[src/rtl/float_unit_arbiter.sv]
`default_nettype none
// ============================================================================
// float_unit_arbiter: shares one STB/ACK floating-point unit among N_REQ users.
// Optional macro FPU_ARB_FIXED_PRIO_EN selects fixed priority (lowest index).
// Revision: 1.0
// ============================================================================
module float_unit_arbiter #(
    parameter int N_REQ = 4,
    parameter int DW    = 32,
    parameter int IDX_W = 2
) (
    input  logic                i_CLK,
    input  logic                i_RSTN,
    input  logic [N_REQ*DW-1:0] i_REQ_A,
    input  logic [N_REQ*DW-1:0] i_REQ_B,
    input  logic [N_REQ-1:0]    i_REQ_STB,
    output logic [N_REQ-1:0]    o_REQ_ACK,
    output logic [DW-1:0]       o_RSP_Z,
    output logic [N_REQ-1:0]    o_RSP_STB,
    input  logic [N_REQ-1:0]    i_RSP_ACK,
    output logic [DW-1:0]       o_FU_A,
    output logic [DW-1:0]       o_FU_B,
    output logic                o_FU_AB_STB,
    input  logic                i_FU_AB_ACK,
    input  logic [DW-1:0]       i_FU_Z,
    input  logic                i_FU_Z_STB,
    output logic                o_FU_Z_ACK,
    output logic                o_BUSY,
    output logic [IDX_W-1:0]    o_GRANT_IDX
);

    typedef enum logic [1:0] {
        ST_IDLE   = 2'd0,
        ST_ISSUE  = 2'd1,
        ST_WAIT_Z = 2'd2,
        ST_RETURN = 2'd3
    } state_t;

    state_t             state_q;
    logic [IDX_W-1:0]   rr_ptr_q;
    logic [IDX_W-1:0]   gnt_d;
    logic               found_d;
    logic [IDX_W-1:0]   rr_ptr_d;

    // Search starts at the pointer and wraps, so the first hit is the RR winner.
    always_comb begin
        int k;
        found_d = 1'b0;
        gnt_d   = '0;
        k       = 0;
        for (int i = 0; i < N_REQ; i++) begin
            k = int'(rr_ptr_q) + i;
            if (k >= N_REQ) begin
                k = k - N_REQ;
            end
            if (!found_d && i_REQ_STB[k]) begin
                found_d = 1'b1;
                gnt_d   = IDX_W'(k);
            end
        end
    end

    always_comb begin
`ifdef FPU_ARB_FIXED_PRIO_EN
        rr_ptr_d = '0;
`else
        rr_ptr_d = (o_GRANT_IDX == IDX_W'(N_REQ - 1)) ? '0 : o_GRANT_IDX + 1'b1;
`endif
    end

    assign o_BUSY = (state_q != ST_IDLE);

    always_ff @(posedge i_CLK or negedge i_RSTN) begin
        if (!i_RSTN) begin
            state_q     <= ST_IDLE;
            rr_ptr_q    <= '0;
            o_REQ_ACK   <= '0;
            o_RSP_Z     <= '0;
            o_RSP_STB   <= '0;
            o_FU_A      <= '0;
            o_FU_B      <= '0;
            o_FU_AB_STB <= 1'b0;
            o_FU_Z_ACK  <= 1'b0;
            o_GRANT_IDX <= '0;
        end else begin
            o_REQ_ACK  <= '0;
            o_FU_Z_ACK <= 1'b0;
            case (state_q)
                ST_IDLE: begin
                    if (found_d) begin
                        o_FU_A      <= i_REQ_A[int'(gnt_d)*DW +: DW];
                        o_FU_B      <= i_REQ_B[int'(gnt_d)*DW +: DW];
                        o_GRANT_IDX <= gnt_d;
                        o_REQ_ACK   <= N_REQ'(1) << gnt_d;
                        o_FU_AB_STB <= 1'b1;
                        state_q     <= ST_ISSUE;
                    end
                end
                ST_ISSUE: begin
                    if (i_FU_AB_ACK) begin
                        o_FU_AB_STB <= 1'b0;
                        state_q     <= ST_WAIT_Z;
                    end
                end
                ST_WAIT_Z: begin
                    if (i_FU_Z_STB) begin
                        o_RSP_Z    <= i_FU_Z;
                        o_FU_Z_ACK <= 1'b1;
                        o_RSP_STB  <= N_REQ'(1) << o_GRANT_IDX;
                        state_q    <= ST_RETURN;
                    end
                end
                ST_RETURN: begin
                    // Only the granted requester's ack releases the result.
                    if (i_RSP_ACK[o_GRANT_IDX]) begin
                        o_RSP_STB <= '0;
                        rr_ptr_q  <= rr_ptr_d;
                        state_q   <= ST_IDLE;
                    end
                end
                default: begin
                    o_FU_AB_STB <= 1'b0;
                    o_RSP_STB   <= '0;
                    state_q     <= ST_IDLE;
                end
            endcase
        end
    end

endmodule
`default_nettype wire
[config.mk]
export PLATFORM = sky130hd
export DESIGN_NAME = float_unit_arbiter
export DESIGN_NICKNAME = d
export VERILOG_FILES = /design/src/rtl/float_unit_arbiter.sv
export SDC_FILE = /design/constraint.sdc
export NUM_CORES = 1
export LEC_CHECK = 0
export CAP_MARGIN = 25
export CORE_AREA = 3 3 156 158
export CTS_CLUSTER_SIZE = 14
export DETAILED_ROUTE_END_ITERATION = 12
export DIE_AREA = 0 0 159 161
export SYNTH_ARGS = -nofsm -noshare
export SYNTH_HDL_FRONTEND = slang
export SYNTH_SLANG_ARGS = --single-unit
[constraint.sdc]
create_clock -name i_CLK -period 1.97 [get_ports i_CLK]
set_input_delay 0.197 -clock i_CLK [delete_from_list [all_inputs] [get_ports i_CLK]]
set_output_delay 0.197 -clock i_CLK [all_outputs]
set_load 0.05 [all_outputs]
Word-level counts from Yosys, hierarchy flattened
Index checks and enable logic that the tools add are counted.
{"block": "word_totals", "reg_bits": 112, "wordCells": 97}
{"block": "op_classes", "add_sub_neg": 8, "n_lt_le_gt_ge": 9, "eq_ne": 8, "shifts": 4, "n_mux": 42, "n_reduce_logical": 16}
{"cell": "$shiftx 128x8->32", "count": 2}
{"cell": "$lt 32x4->1 const B", "count": 4}
{"cell": "$mux 32", "count": 4}
{"cell": "$mux 2", "count": 9}
{"cell": "$mux 1", "count": 17}
{"cell": "$mux 4", "count": 4}
{"cell": "$sub 3x3->4 const B", "count": 3}
{"cell": "$bmux 1 s2", "count": 5}
{"cell": "$ge 3x3->1 const B", "count": 3}
{"cell": "$ne 2x2->1 const B", "count": 4}
{"cell": "$pmux 2 s4", "count": 1}
{"cell": "$pmux 4 s2", "count": 1}
{"cell": "$shl 1x2->4 const A", "count": 2}
{"cell": "$add 2x2->3 const B", "count": 2}
{"cell": "$eq 2x2->1 const B", "count": 3}
{"cell": "$reduce_and 2->1", "count": 3}
{"cell": "$reduce_and 3->1", "count": 2}
{"cell": "$reduce_bool 2->1", "count": 3}
{"cell": "$reduce_and 4->1", "count": 1}
{"cell": "$sub 2x3->4 const B", "count": 1}
{"cell": "$add 2x1->3 const B", "count": 1}
{"cell": "$ge 2x3->1 const B", "count": 1}
{"cell": "$logic_and 1x1->1", "count": 3}
{"cell": "$logic_not 1->1", "count": 3}
{"cell": "other kinds (5)", "count": 5}

Logic depth before layout (Yosys ltp)
{"block": "depth", "depth_word": 18, "ltp_mapped": 8, "ltp_nobuf": 7}

Worst setup path before layout
OpenSTA, ideal clock, no wires.
{"block": "synth_timing", "path_type": "register -> register", "from": "reg o_GRANT_IDX[0]", "to": "reg state_q[1]", "arrival_ns": 1.939, "required_ns": 1.842, "path_slack_ns": -0.097, "stages_incl_launch_ff": 5, "n_path_buf": 0, "synth_period_minus_slack_ns": 2.067, "cell_sequence": "dfrtp_1 -> mux4_2 -> o22ai_1 -> a221o_1 -> mux2_1"}
{"block": "synth_via", "elab_chain_len": 4}
{"item": "from (decl)", "line_no": "29", "source": "output logic [IDX_W-1:0] o_GRANT_IDX"}
{"item": "from (signal assigned)", "line_no": "93", "source": "o_GRANT_IDX <= gnt_d;"}
{"item": "$bmux 1 s2", "line_no": "115", "source": "if (i_RSP_ACK[o_GRANT_IDX]) begin"}
{"item": "$mux 1 (implied by the code)", "line_no": "115"}
{"item": "$ne 2x2->1 (no line)"}
{"item": "$reduce_and 4->1 (no line)"}
{"item": "to (signal assigned)", "line_no": "110", "source": "state_q <= ST_RETURN;"}
{"item": "to (signal assigned)", "line_no": "118", "source": "state_q <= ST_IDLE;"}
{"item": "to (signal assigned)", "line_no": "124", "source": "state_q <= ST_IDLE;"}
{"item": "to (decl)", "line_no": "39", "source": "state_t state_q;"}
Every way passes these cells. The select of a mux whose other input is x is not followed.
A chain may end at the register's enable or synchronous reset.

Worst setup path after layout
{"block": "layout_timing", "from": "reg rr_ptr_q[0]", "to": "reg o_FU_B[18]"}
{"block": "layout_via", "elab_chain_len": 16, "word_cells_on_any_way": 43}
{"item": "from (decl)", "line_no": "40", "source": "logic [IDX_W-1:0] rr_ptr_q;"}
{"item": "from (signal assigned)", "line_no": "117", "source": "rr_ptr_q <= rr_ptr_d;"}
{"item": "parallel branches: the longest is 16 deep, another holds $sub 3x3->4"}
{"item": "to (signal assigned)", "line_no": "92", "source": "o_FU_B <= i_REQ_B[int'(gnt_d)*DW +: DW];"}
{"item": "to (decl)", "line_no": "22", "source": "output logic [DW-1:0] o_FU_B,"}
Several ways; the timed one is not identified. The select of a mux whose other input is x is not followed.

==> metrics.md <==
| Metric | Value |
|---|---|
| DRT antenna net count | `0` |
| Synth cell types | `29` |
| Async set-reset flop share out of synthesis | `1.00` |
| Max IR drop VDD | `about 0.00074 V` |
| Synth cell count leaders | `mux2i_1, dfrtp_1, nand2_1` |
| Nets | `roughly 1200` |
| Mapped Cells | `approximately 500` |
| Chip Height | `~160 um` |
| Syn_nets | `~820` |
| Layout Area Growth over Synthesis | `86.2%` |
| CP Data Required Time | `between 2 and 2.5 ns` |
| Worst hold-check path type | `in2async` |
| CTS buffer count | `9` |
| # IOs | `409` |
| Pwr Total | `between 15 and 20 mW` |
| Vias | `roughly 5800` |
| Antenna diodes | `0` |
| Antenna violations before repair | `0` |
| First-pass GRT wire length | `about 35 mm` |
| Design Area, Final | `11100 um^2` |
| Max Root-Sink Buffers | `2` |
| Post-DR wirelength/cell | `18.6 um` |
| Placed cell area | `between 10000 and 15000 um^2` |
| Worst slew pin tran | `0.563 ns` |
| Clock Latency Late Sink | `about 0.37 ns` |
| Drt total wl | `23.5 mm` |
| Max-slew headroom | `0.624` |
| Status | `complete, no violations` |
| Clock transition at path regs | `around 0.10 ns` |
| Fin crit share | `0.954` |
| # DRC | `0` |
| Fmax | `532 MHz` |
| Max-Cap Viols | `0` |
| Vias per inst | `4.56` |
| Hold Vio Cnt, Final | `0` |
| Most area-consuming cells after synthesis | `dfrtp_1, mux2i_1, o221ai_1` |
| Yosys top cell area share | `0.469` |
| Post-synth top area cell | `dfrtp_1` |
| Yosys reg bits | `between 100 and 150` |
| Main synth FF type | `dfrtp_1` |
| Power Density | `1590 nW/um^2` |
| Final Skew | `between 0.015 and 0.02 ns` |
| Final Slew Violations | `0` |
| Seq/Total Area, Yosys | `0.469` |
| # rows | `56` |
| 1st-pass router iterations | `4` |
| GRT overflow | `0` |
| 1st-iter DRT viols | `~320` |
| Share of layout cells above drive strength 1 | `0.118` |
| Vias in the first global route | `6083` |
| Fin crit period | `roughly 1.9 ns` |
| Clk root buf | `clkbuf_16` |
| DP HPWL | `approximately 18 mm` |
| Initial Util | `0.257` |
| Die W | `approximately 160 um` |
| CTS Sinks | `between 100 and 150` |
| Critical Path Source Type | `register` |
| Syn Area/Cell | `~12 um^2` |
| Overall routing resource usage | `0.176` |
| H-tree levels | `3` |
| Leak | `~4.9 nW` |
| Yosys warning count | `0` |
| Final Non-Filler Cells | `roughly 1300` |
| I/O Buffers | `408` |
| GPL Wtd Cong | `around 0.8` |
| Final setup fails | `0` |
| Placed cell count | `roughly 1200` |
| EDFF count, synth | `0` |
| Largest net degree at the start of global routing | `42` |
| Core area | `roughly 23000 um^2` |
| CTS tree | `done` |
| CP endpoint kind | `register` |
| CP Data Arrival Time | `2.11 ns` |
| Cell area after synthesis | `between 5000 and 6000 um^2` |
| Max FO, Critical Path | `11` |
| Crit Path Category | `reg2reg` |
| Die area | `25600 um^2` |
| Top-count cell post-synth | `mux2i_1` |
-- cells by family (layout without fill, tap and decap cells) --
| logic type | after synthesis | count (layout) | synth area share |
|---|---|---|---|
| AND/OR/NAND/NOR | 94 | 94 | 0.0629 |
| multiplexers | 163 | 163 | 0.282 |
| buffers and inverters | 48 | 481 | 0.0511 |
| AO/OA/AOI/OAI | 86 | 86 | 0.117 |
| flip-flops | 112 | 112 | 0.469 |
| adder cells (fa/ha/maj) | 8 | 8 | 0.0168 |
-- cells in the final DEF (no fill, tap or decap), types with 3 or more instances in the layout --
cell type,synthesis,final
mux2i_1,128,125
dfrtp_1,112,111
ha_1,8,8
mux2_2,33,33
nand2_1,79,78
nor2_1,8,8
o21ai_0,6,6
mux2i_2,0,3
clkdlybuf4s50_1,0,405
clkinv_8,0,3
inv_1,9,9
a21o_1,3,3
buf_4,1,31
a21oi_1,4,4
clkbuf_16,0,10
o221ai_1,64,64
buf_12,0,17
-- worst paths after layout --
path | from | endpoint | slack, ns | cells past startpoint
max | rr_ptr_q[0] | o_FU_B[18] | 0.09 | 9
max reg2reg | rr_ptr_q[0] | o_FU_B[18] | 0.09 | 9
max in group asynchronous | i_RSTN | o_FU_A[7] | 0.98 | 3
min | i_RSTN | o_RSP_Z[19] | 0.34 | 2
min reg2reg | o_RSP_STB[0] | o_RSP_STB[0] | 0.49 | 2
min in group i_CLK | i_FU_Z[16] | o_RSP_Z[16] | 0.44 | 2
-- final cells by class --
type	instances	area, um^2
Clock buffer	9	225
Clock inverter	7	92.6
Fill cell	2183	12100
Inverter	10	37.5
Multi-Input combinational cell	351	2900
Sequential cell	112	2800
Tap cell	319	399
Timing Repair Buffer	455	4660
-- worst max-delay path: stages (launching register included) --
cell and delay, ns:
dfrtp_1 0.41, buf_4 0.16, nor2b_1 0.15, o21ai_2 0.09
o221ai_4 0.12, buf_12 0.16, buf_12 0.14, mux2i_2 0.27
buf_4 0.15, o221ai_1 0.10
-- flip-flops by register name, summed over array words and instances, names as in the netlist --
register     count
rr_ptr_q         2
o_FU_A          32
o_FU_B          32
o_FU_AB_STB      1
o_FU_Z_ACK       1
o_REQ_ACK        4
o_RSP_STB        4
o_GRANT_IDX      2
state_q          2
o_RSP_Z         32
-- timing repair --
item,in CTS,in global routing
buffers inserted,0,1
resized for setup,0,5
hold endpoints to repair,35,0
hold buffers,1,0
setup endpoints to repair,0,7
-- where the power goes --
group          leakage [nW]  switching (mW)  internal (mW)  total (mW)
Clock                 0.150            1.03          0.926        1.96
Sequential             1.37           0.644           3.43        4.08
Combinational          3.40            6.92           4.74        11.7
Total                  4.92            8.59           9.10        17.7
-- per-layer routing --
layer / track usage / wire (um) / vias up
met5: 0 / 0 / -
met2: 0.313 / 11900 / 230
li1: - / - / 2751
met4: 0.0569 / 510 / 0
met3: 0.0487 / 1650 / 29
met1: 0.207 / 9380 / 2753
-- metrics by stage --
step	TNS, ns	hold WS (ns)	setup WS [ns]	utilization
global route	-0.0258	0.374	-0.0144	0.478
floorplan	0	-0.0986	0.0868	-
detailed placement	-10.60	0.218	-0.283	0.461
finish	0	0.335	0.0910	0.478
global placement	-8.55	0.215	-0.282	0.461
CTS	0	0.347	0.0315	0.475
Power figures use the tool's default switching activity.
